**config.mk**
```make
export PLATFORM = sky130hd
export DESIGN_NAME = alu
export DESIGN_NICKNAME = d
export VERILOG_FILES = /design/src/rtl/alu.sv
export SDC_FILE = /design/constraint.sdc
export NUM_CORES = 1
export LEC_CHECK = 0
export ABC_AREA = 0
export BUFFER_PORTS_ARGS = -buffer_cell sky130_fd_sc_hd__buf_2
export CORE_ASPECT_RATIO = 0.5
export CORE_MARGIN = 2
export CORE_UTILIZATION = 55
export CTS_CLUSTER_DIAMETER = 60
export DETAILED_ROUTE_END_ITERATION = 6
export PLACE_DENSITY_LB_ADDON = 0.2
export SKIP_LAST_GASP = 1
export SLEW_MARGIN = 25
export SYNTH_ARGS = -nofsm -noshare
export SYNTH_HDL_FRONTEND = slang
export SYNTH_SLANG_ARGS = --single-unit
export TNS_END_PERCENT = 50
```
**constraint.sdc**
```tcl
create_clock -name clk -period 0.8 [get_ports clk]
set_input_delay 0 -clock clk [delete_from_list [all_inputs] [get_ports clk]]
set_output_delay 0 -clock clk [all_outputs]
set_load 0.05 [all_outputs]
```
**src/rtl/alu.sv**
```systemverilog
// 8-bit registered ALU: sixteen arithmetic/logic/shift/compare operations,
// one result per clock, result and carry/status bit registered with latency 1.
// Optional feature: define ALU_ZERO_FLAG_EN to add the registered zero_flag
// output (high when the registered alu_out is all zeros).
// Reset is asynchronous and active-low; it clears the result and carry
// and sets zero_flag, without waiting for the clock.
module alu #(
  parameter int DATA_W = 8
) (
  input  logic              clk,
  input  logic              rst_n,
  input  logic [DATA_W-1:0] a,
  input  logic [DATA_W-1:0] b,
  input  logic [3:0]        alu_select,
  output logic [DATA_W-1:0] alu_out,
  output logic              carry_out
`ifdef ALU_ZERO_FLAG_EN
  ,
  output logic              zero_flag
`endif
);

  typedef enum logic [3:0] {
    OP_ADD  = 4'd0,
    OP_SUB  = 4'd1,
    OP_MUL  = 4'd2,
    OP_DIV  = 4'd3,
    OP_SHL  = 4'd4,
    OP_SHR  = 4'd5,
    OP_ROL  = 4'd6,
    OP_ROR  = 4'd7,
    OP_AND  = 4'd8,
    OP_OR   = 4'd9,
    OP_XOR  = 4'd10,
    OP_NOR  = 4'd11,
    OP_NAND = 4'd12,
    OP_XNOR = 4'd13,
    OP_GT   = 4'd14,
    OP_EQ   = 4'd15
  } op_e;

  // Sum with carry in the top bit.
  function automatic logic [DATA_W:0] add_op(input logic [DATA_W-1:0] x,
                                             input logic [DATA_W-1:0] y);
    return {1'b0, x} + {1'b0, y};
  endfunction

  // Difference modulo 2^DATA_W; the top bit of the widened subtraction is
  // set exactly when x < y, which is the borrow.
  function automatic logic [DATA_W:0] sub_op(input logic [DATA_W-1:0] x,
                                             input logic [DATA_W-1:0] y);
    return {1'b0, x} - {1'b0, y};
  endfunction

  // Low half of the full product; carry flags any bit in the high half.
  function automatic logic [DATA_W:0] mul_op(input logic [DATA_W-1:0] x,
                                             input logic [DATA_W-1:0] y);
    logic [2*DATA_W-1:0] prod;
    prod = {{DATA_W{1'b0}}, x} * {{DATA_W{1'b0}}, y};
    return {|prod[2*DATA_W-1:DATA_W], prod[DATA_W-1:0]};
  endfunction

  // Integer quotient; division by zero saturates to all ones with carry set.
  function automatic logic [DATA_W:0] div_op(input logic [DATA_W-1:0] x,
                                             input logic [DATA_W-1:0] y);
    if (y == '0) begin
      return {1'b1, {DATA_W{1'b1}}};
    end
    return {1'b0, x / y};
  endfunction

  // Single-bit shifts and rotates; shifts report the bit shifted out.
  function automatic logic [DATA_W:0] shift_op(input op_e                op,
                                               input logic [DATA_W-1:0] x);
    logic [DATA_W:0] res;
    res = '0;
    case (op)
      OP_SHL:  res = {x[DATA_W-1], x[DATA_W-2:0], 1'b0};
      OP_SHR:  res = {x[0], 1'b0, x[DATA_W-1:1]};
      OP_ROL:  res = {1'b0, x[DATA_W-2:0], x[DATA_W-1]};
      OP_ROR:  res = {1'b0, x[0], x[DATA_W-1:1]};
      default: res = '0;
    endcase
    return res;
  endfunction

  // Bitwise logic group; carry is always clear.
  function automatic logic [DATA_W:0] logic_op(input op_e                op,
                                               input logic [DATA_W-1:0] x,
                                               input logic [DATA_W-1:0] y);
    logic [DATA_W-1:0] res;
    res = '0;
    case (op)
      OP_AND:  res = x & y;
      OP_OR:   res = x | y;
      OP_XOR:  res = x ^ y;
      OP_NOR:  res = ~(x | y);
      OP_NAND: res = ~(x & y);
      OP_XNOR: res = ~(x ^ y);
      default: res = '0;
    endcase
    return {1'b0, res};
  endfunction

  // Unsigned comparisons produce a 0/1 result in the low bit.
  function automatic logic [DATA_W:0] cmp_op(input op_e                op,
                                             input logic [DATA_W-1:0] x,
                                             input logic [DATA_W-1:0] y);
    logic hit;
    hit = 1'b0;
    case (op)
      OP_GT:   hit = (x > y);
      OP_EQ:   hit = (x == y);
      default: hit = 1'b0;
    endcase
    return {1'b0, {(DATA_W-1){1'b0}}, hit};
  endfunction

  op_e             op;
  logic [DATA_W:0] nxt;
  logic [DATA_W-1:0] out_p1;
  logic              carry_p1;
  logic              zero_p1;

  assign op = op_e'(alu_select);

  // Select the {carry, result} pair for the current opcode.
  always_comb begin
    nxt = '0;
    case (op)
      OP_ADD:                         nxt = add_op(a, b);
      OP_SUB:                         nxt = sub_op(a, b);
      OP_MUL:                         nxt = mul_op(a, b);
      OP_DIV:                         nxt = div_op(a, b);
      OP_SHL, OP_SHR, OP_ROL, OP_ROR: nxt = shift_op(op, a);
      OP_AND, OP_OR, OP_XOR,
      OP_NOR, OP_NAND, OP_XNOR:       nxt = logic_op(op, a, b);
      OP_GT, OP_EQ:                   nxt = cmp_op(op, a, b);
      default:                        nxt = '0;
    endcase
  end

  // --- stage p1: result register, cleared immediately by reset ---
  // Register result, carry and zero status on every rising edge.
  always_ff @(posedge clk or negedge rst_n) begin
    if (!rst_n) begin
      out_p1   <= '0;
      carry_p1 <= 1'b0;
      zero_p1  <= 1'b1;
    end else begin
      out_p1   <= nxt[DATA_W-1:0];
      carry_p1 <= nxt[DATA_W];
      zero_p1  <= (nxt[DATA_W-1:0] == '0);
    end
  end

  assign alu_out   = out_p1;
  assign carry_out = carry_p1;

`ifdef ALU_ZERO_FLAG_EN
  assign zero_flag = zero_p1;
`else
  // The zero status register is optimised away when the port is absent.
  logic unused_zero;
  assign unused_zero = zero_p1;
`endif

endmodule

```
==> results of run 1 <==
==> repair_timing <==
| item | 4_1_cts |
|---|---|
| endpoints found under the hold margin | 9 |
| pin swaps | 44 |
| endpoints found under the setup margin | 11 |
| setup buffers | 39 |
| hold buffers | 1 |
| resized for setup | 61 |
==> cells by family after synthesis <==
| group | synth area share [%] |
|---|---|
| buf+inv | 7.87 |
| simple gates | 20.1 |
| xor+xnor | 3.50 |
| fa+ha+maj | 36.4 |
| mux | 3.05 |
| compound gates | 25.0 |
| flops | 4.09 |
==> cell usage after synthesis (all sizes together) (11+ instances only) <==
master / instances
a211oi: 11
a21o: 12
a21oi: 37
clkbuf: 20
clkinv: 11
fa: 38
ha: 99
inv: 77
nand2: 43
nand3: 16
nor2: 94
nor3: 26
o21a: 19
o21ai: 37
xnor2: 12
==> per-layer routing <==
layer,GRT overflow,global-route usage [%]
met1,2,75.7
met2,32,96.2
met3,2,68.1
met4,29,81.2
met5,0,42.1
==> per-stage QoR <==
stage          util [%]  cell area [sq um]  instances  worst slack, ns  hold slack, ns
2_1_floorplan         -               5660        732            -8.23          -0.296
3_3_place_gp       79.6               7620       1103            -8.23          -0.140
3_5_place_dp       79.6               7620       1103            -8.70          -0.139
4_1_cts            86.1               8240       1145            -8.17           0.157
==> qor.csv, run 1 <==
stage,metric,value,unit
cts,htreeDepth,1,
cts,cts_buffer_depth,2,
floorplanning,die_w,145,um
yosys,synth_top_cell_by_area,ha_1,
yosys,synth-edff-count,0,
status,error,[ERROR GRT-0232] Routing congestion too high. Check the congestion heatmap in the GUI.,
placement,dp.final_hpwl,17800,um
yosys,synth_top_flop_cell,dfrtp_1,
cts,cts_num_sinks,9,
yosys,synth-async-reset-ratio,100,%
yosys,ys_ff_latch,9,
cts,cts_root_buffer,clkbuf_16,
yosys,synthTopCellsByArea,"ha_1 (23%), fa_1 (14%), nor2_1 (6.4%)",
floorplanning,row_count,25,
timing,crit_endpoint,alu_out[0]$_DFF_PN0_/D,
status,outcome,aborted with a tool error,
placement,gp_congestion,1.01,
status,lastStage,5_1_grt,
yosys,synth_cell_types,72,
yosys,synth_area,0.00550,sq mm
placement,io_buffers,30,
yosys,synth.avg_cell_area,7.51,sq um
yosys,synth_top_area_share,22.5,%
timing,worst_path_end_type,sequential cell input,
yosys,netlist_instances,732,
global_route,overflow,65,
floorplanning,start_util,57.5,%
global_route,grt_util_all_layers,78.8,%
floorplanning,ioPinCount,31,
yosys,ys_seq_area_share,4.09,%
floorplanning,dieHeight,74.7,um
yosys,ys.warnings.count,0,
yosys,syn_nets,891,
global_route,grt_max_degree,30,
cts,numCtsBuffers,3,
==> inputs of run 2 (changes only) <==
--- a/config.mk
+++ b/config.mk
@@ -7,12 +7,10 @@
 export LEC_CHECK = 0
 export ABC_AREA = 0
 export BUFFER_PORTS_ARGS = -buffer_cell sky130_fd_sc_hd__buf_2
-export CORE_ASPECT_RATIO = 0.5
 export CORE_MARGIN = 2
-export CORE_UTILIZATION = 55
-export CTS_CLUSTER_DIAMETER = 60
+export CORE_UTILIZATION = 40
 export DETAILED_ROUTE_END_ITERATION = 6
-export PLACE_DENSITY_LB_ADDON = 0.2
+export PLACE_DENSITY_LB_ADDON = 0.15
 export SKIP_LAST_GASP = 1
 export SLEW_MARGIN = 25
 export SYNTH_ARGS = -nofsm -noshare
==> constraint.sdc (replaced) <==
create_clock -name clk -period 1 [get_ports clk]
set_input_delay 0 -clock clk [delete_from_list [all_inputs] [get_ports clk]]
set_output_delay 0 -clock clk [all_outputs]
set_load 0.05 [all_outputs]
==> run 2 against run 1 <==
  * Synthesized cell count unchanged
  * The flow now finishes, with violations (setup timing)
  * Area after synthesis unchanged
==> qor.csv, run 2 <==
stage,metric,value,unit
timing,hold_violations,0,
timing,rsz0062_at_grt,yes,
layout,antenna_cells,0,
global_route,grt_util_all_layers,28.2,%
yosys,synth_top_area_share,22.5,%
cts,cts_buffer_depth,2,
yosys,syn_nets,891,
floorplanning,placeableCoreArea,0.0133,sq mm
placement,place_area,0.00758,sq mm
setup_path,critPathKind,input pin to flip-flop,
timing,slew_viol_final,0,
layout,fin_area,0.00828,sq mm
yosys,synthTopCellsByArea,"ha_1 (23%), fa_1 (14%), nor2_1 (6.4%)",
yosys,ys_ff_latch,9,
timing,relSlewSlack,53.7,%
route,avgViaCountPerCell,5.58,
power,comb_power_share,87.6,%
cts,htreeDepth,1,
timing,setup_ws,-7.90,ns
power,swShare,47.3,%
yosys,yosysMostFrequentCell,ha_1,
global_route,grt_pass1_vias,6529,
power,clkPwrFrac,7.7,%
placement,place_ws,-8.29,ns
yosys,synth_area,0.00550,sq mm
timing,fmax,0.112,GHz
min_path,min_path_type,input pin to asynchronous set/reset pin,
yosys,synth.avg_cell_area,7.51,sq um
power,seq_power_share,4.7,%
route,drt_iter0_markers,482,
route,vias,6612,
cts,clk_pin_slew,0.04,ns
timing,period_share,890,%
cts,cts_root_buffer,clkbuf_16,
status,outcome,"complete, but fails checks",
floorplanning,start_util,41.2,%
status,violations,setup timing,
global_route,overflow,0,
floorplanning,dieHeight,121,um
placement,dp.final_hpwl,16500,um
route,ant_nets,0,
setup_path,crit_fanout,5,
route,wire_per_inst,17.6,um
route,drc,0,
power,ir_drop,0.927,mV
setup_path,slowest_delay,0.37,ns
yosys,synth_cell_types,72,
yosys,synth-edff-count,0,
setup_path,critPathLaunch,b[7],
yosys,ys_seq_area_share,4.09,%
power,finalPower,0.00924,W
setup_path,cp.arrival,9.00,ns
setup_path,start_kind,input pin,
floorplanning,dieArea,0.0147,sq mm
placement,gp_congestion,0.956,
setup_path,crit_path_frequent_cell,o21a_1,
power,p_leak,4.13,nW
setup_path,end_kind,flip-flop,
layout,final_common_cell,buf_4,
cts,numCtsBuffers,3,
yosys,netlist_instances,732,
floorplanning,row_count,42,
timing,tightest_slew,0.677,ns
route,drt_first_pass_iters,5,
power,power.switching,0.00436,W
setup_path,crit_slowest_cell,or3_1,
yosys,synth-async-reset-ratio,100,%
yosys,yosys-top-cells-count,"ha_1 (99), nor2_1 (94), inv_1 (76), nand2_1 (43), fa_1 (38)",
layout,layout-drive-gt1-share,36.3,%
layout,largest_reg_flops,8,
floorplanning,ioPinCount,31,
layout,final_cell_mix,"buf_4 (265), nor2_1 (90), ha_1 (90)",
yosys,ys.warnings.count,0,
flow_run,cap_violations,0,
power,power_density,1120,mW/mm^2
layout,area_growth,50.5,%
yosys,synth_top_cell_by_area,ha_1,
floorplanning,die_w,121,um
timing,post-route-min-period,8.90,ns
setup_path,crit_required,1.10,ns
global_route,grt_first_pass_wirelength,32900,um
timing,setup_viol,9,
global_route,antenna_found_initial,1,
layout,nets,1169,
cts,cts_tree,yes,
power,p_int,0.00487,W
cts,cts_num_sinks,9,
yosys,synth_top_flop_cell,dfrtp_1,
placement,io_buffers,30,
route,routed_wl,20900,um
global_route,grt_max_degree,31,
layout,fillers,1215,
setup_path,critical_path.endpoint,alu_out[0]$_DFF_PN0_,
[run 2: cell counts after synthesis]
No cell type changed its count.
[run 2: logic make-up after synthesis]
| family | count (synthesis) | share of synthesized area, % |
|---|---|---|
| flip-flops | 9 | 4.09 |
| XOR/XNOR | 22 | 3.50 |
| adder cells (fa/ha/maj) | 137 | 36.4 |
| multiplexers | 16 | 3.05 |
| AND/OR/NAND/NOR | 233 | 20.1 |
| AO/OA/AOI/OAI | 200 | 25.0 |
| buffers and inverters | 115 | 7.87 |
[run 2: worst min-delay path by stage]
| stage | start | end | cells after the start |
|---|---|---|---|
| after floorplan | rst_n | alu_out[0]$_DFF_PN0_ | 0 |
| after global placement | rst_n | alu_out[5]$_DFF_PN0_ | 1 |
| after detailed placement | rst_n | alu_out[5]$_DFF_PN0_ | 1 |
| after CTS | rst_n | alu_out[1]$_DFF_PN0_ | 2 |
| after global routing | rst_n | alu_out[5]$_DFF_PN0_ | 2 |
| final | rst_n | alu_out[5]$_DFF_PN0_ | 2 |
[run 2: power by group through the flow]
stage                     logic, W  clock network [W]  registers, W
final                      0.00809           0.000712      0.000435
after global routing       0.00900           0.000740      0.000441
after CTS                  0.00774           0.000724      0.000436
after detailed placement   0.00744                  0      0.000442
after global placement     0.00728                  0      0.000442
after floorplan            0.00446                  0      0.000659
[run 2: what timing repair did]
item / 4_1_cts / 5_1_grt
resized for setup: 24 / 32
buffers inserted: 31 / 20
hold buffers: 1 / 0
setup endpoints to repair: 9 / 9
pin swaps: 47 / 39
gates cloned: 0 / 0
hold endpoints to repair: 9 / 0
[run 2: layer usage]
| metal | track usage, % | wire (um) | share of wire, % |
|---|---|---|---|
| met3 | 1.22 | 999 | 4.8 |
| met2 | 48.7 | 9880 | 47 |
| met1 | 38.8 | 9450 | 45 |
| met5 | 0 | 0 | 0 |
| met4 | 6.75 | 550 | 2.6 |
[run 2: through the flow]
step	utilization [%]	cells	hold slack [ns]	setup TNS (ns)
after floorplan	-	732	-0.296	-39.25
after global placement	56.8	1133	-0.132	-42.33
after detailed placement	56.8	1133	-0.126	-43.44
after CTS	59.9	1167	0.162	-40.49
after global routing	62.0	1185	0.189	-43.62
final	62.0	1185	0.158	-41.37
[run 2: worst max-delay path, delay by kind of cell]
kind / cells / cell delay [ns]
compound gates: 22 / 4.14
simple gates: 10 / 2.21
fa+ha+maj: 7 / 1.47
mux: 3 / 0.82
buf+inv: 3 / 0.35
[run 2: layout make-up]
type | count | area [sq um] | area share, %
Multi-Input combinational cell | 608 | 5210 | 62.9
Inverter | 88 | 335 | 4.05
Sequential cell | 9 | 225 | 2.72
Clock buffer | 4 | 78.8 | 0.952
Timing Repair Buffer | 300 | 2210 | 26.7
Tap cell | 176 | 220 | 2.66
No activity file was read; power rests on OpenSTA's default activity.
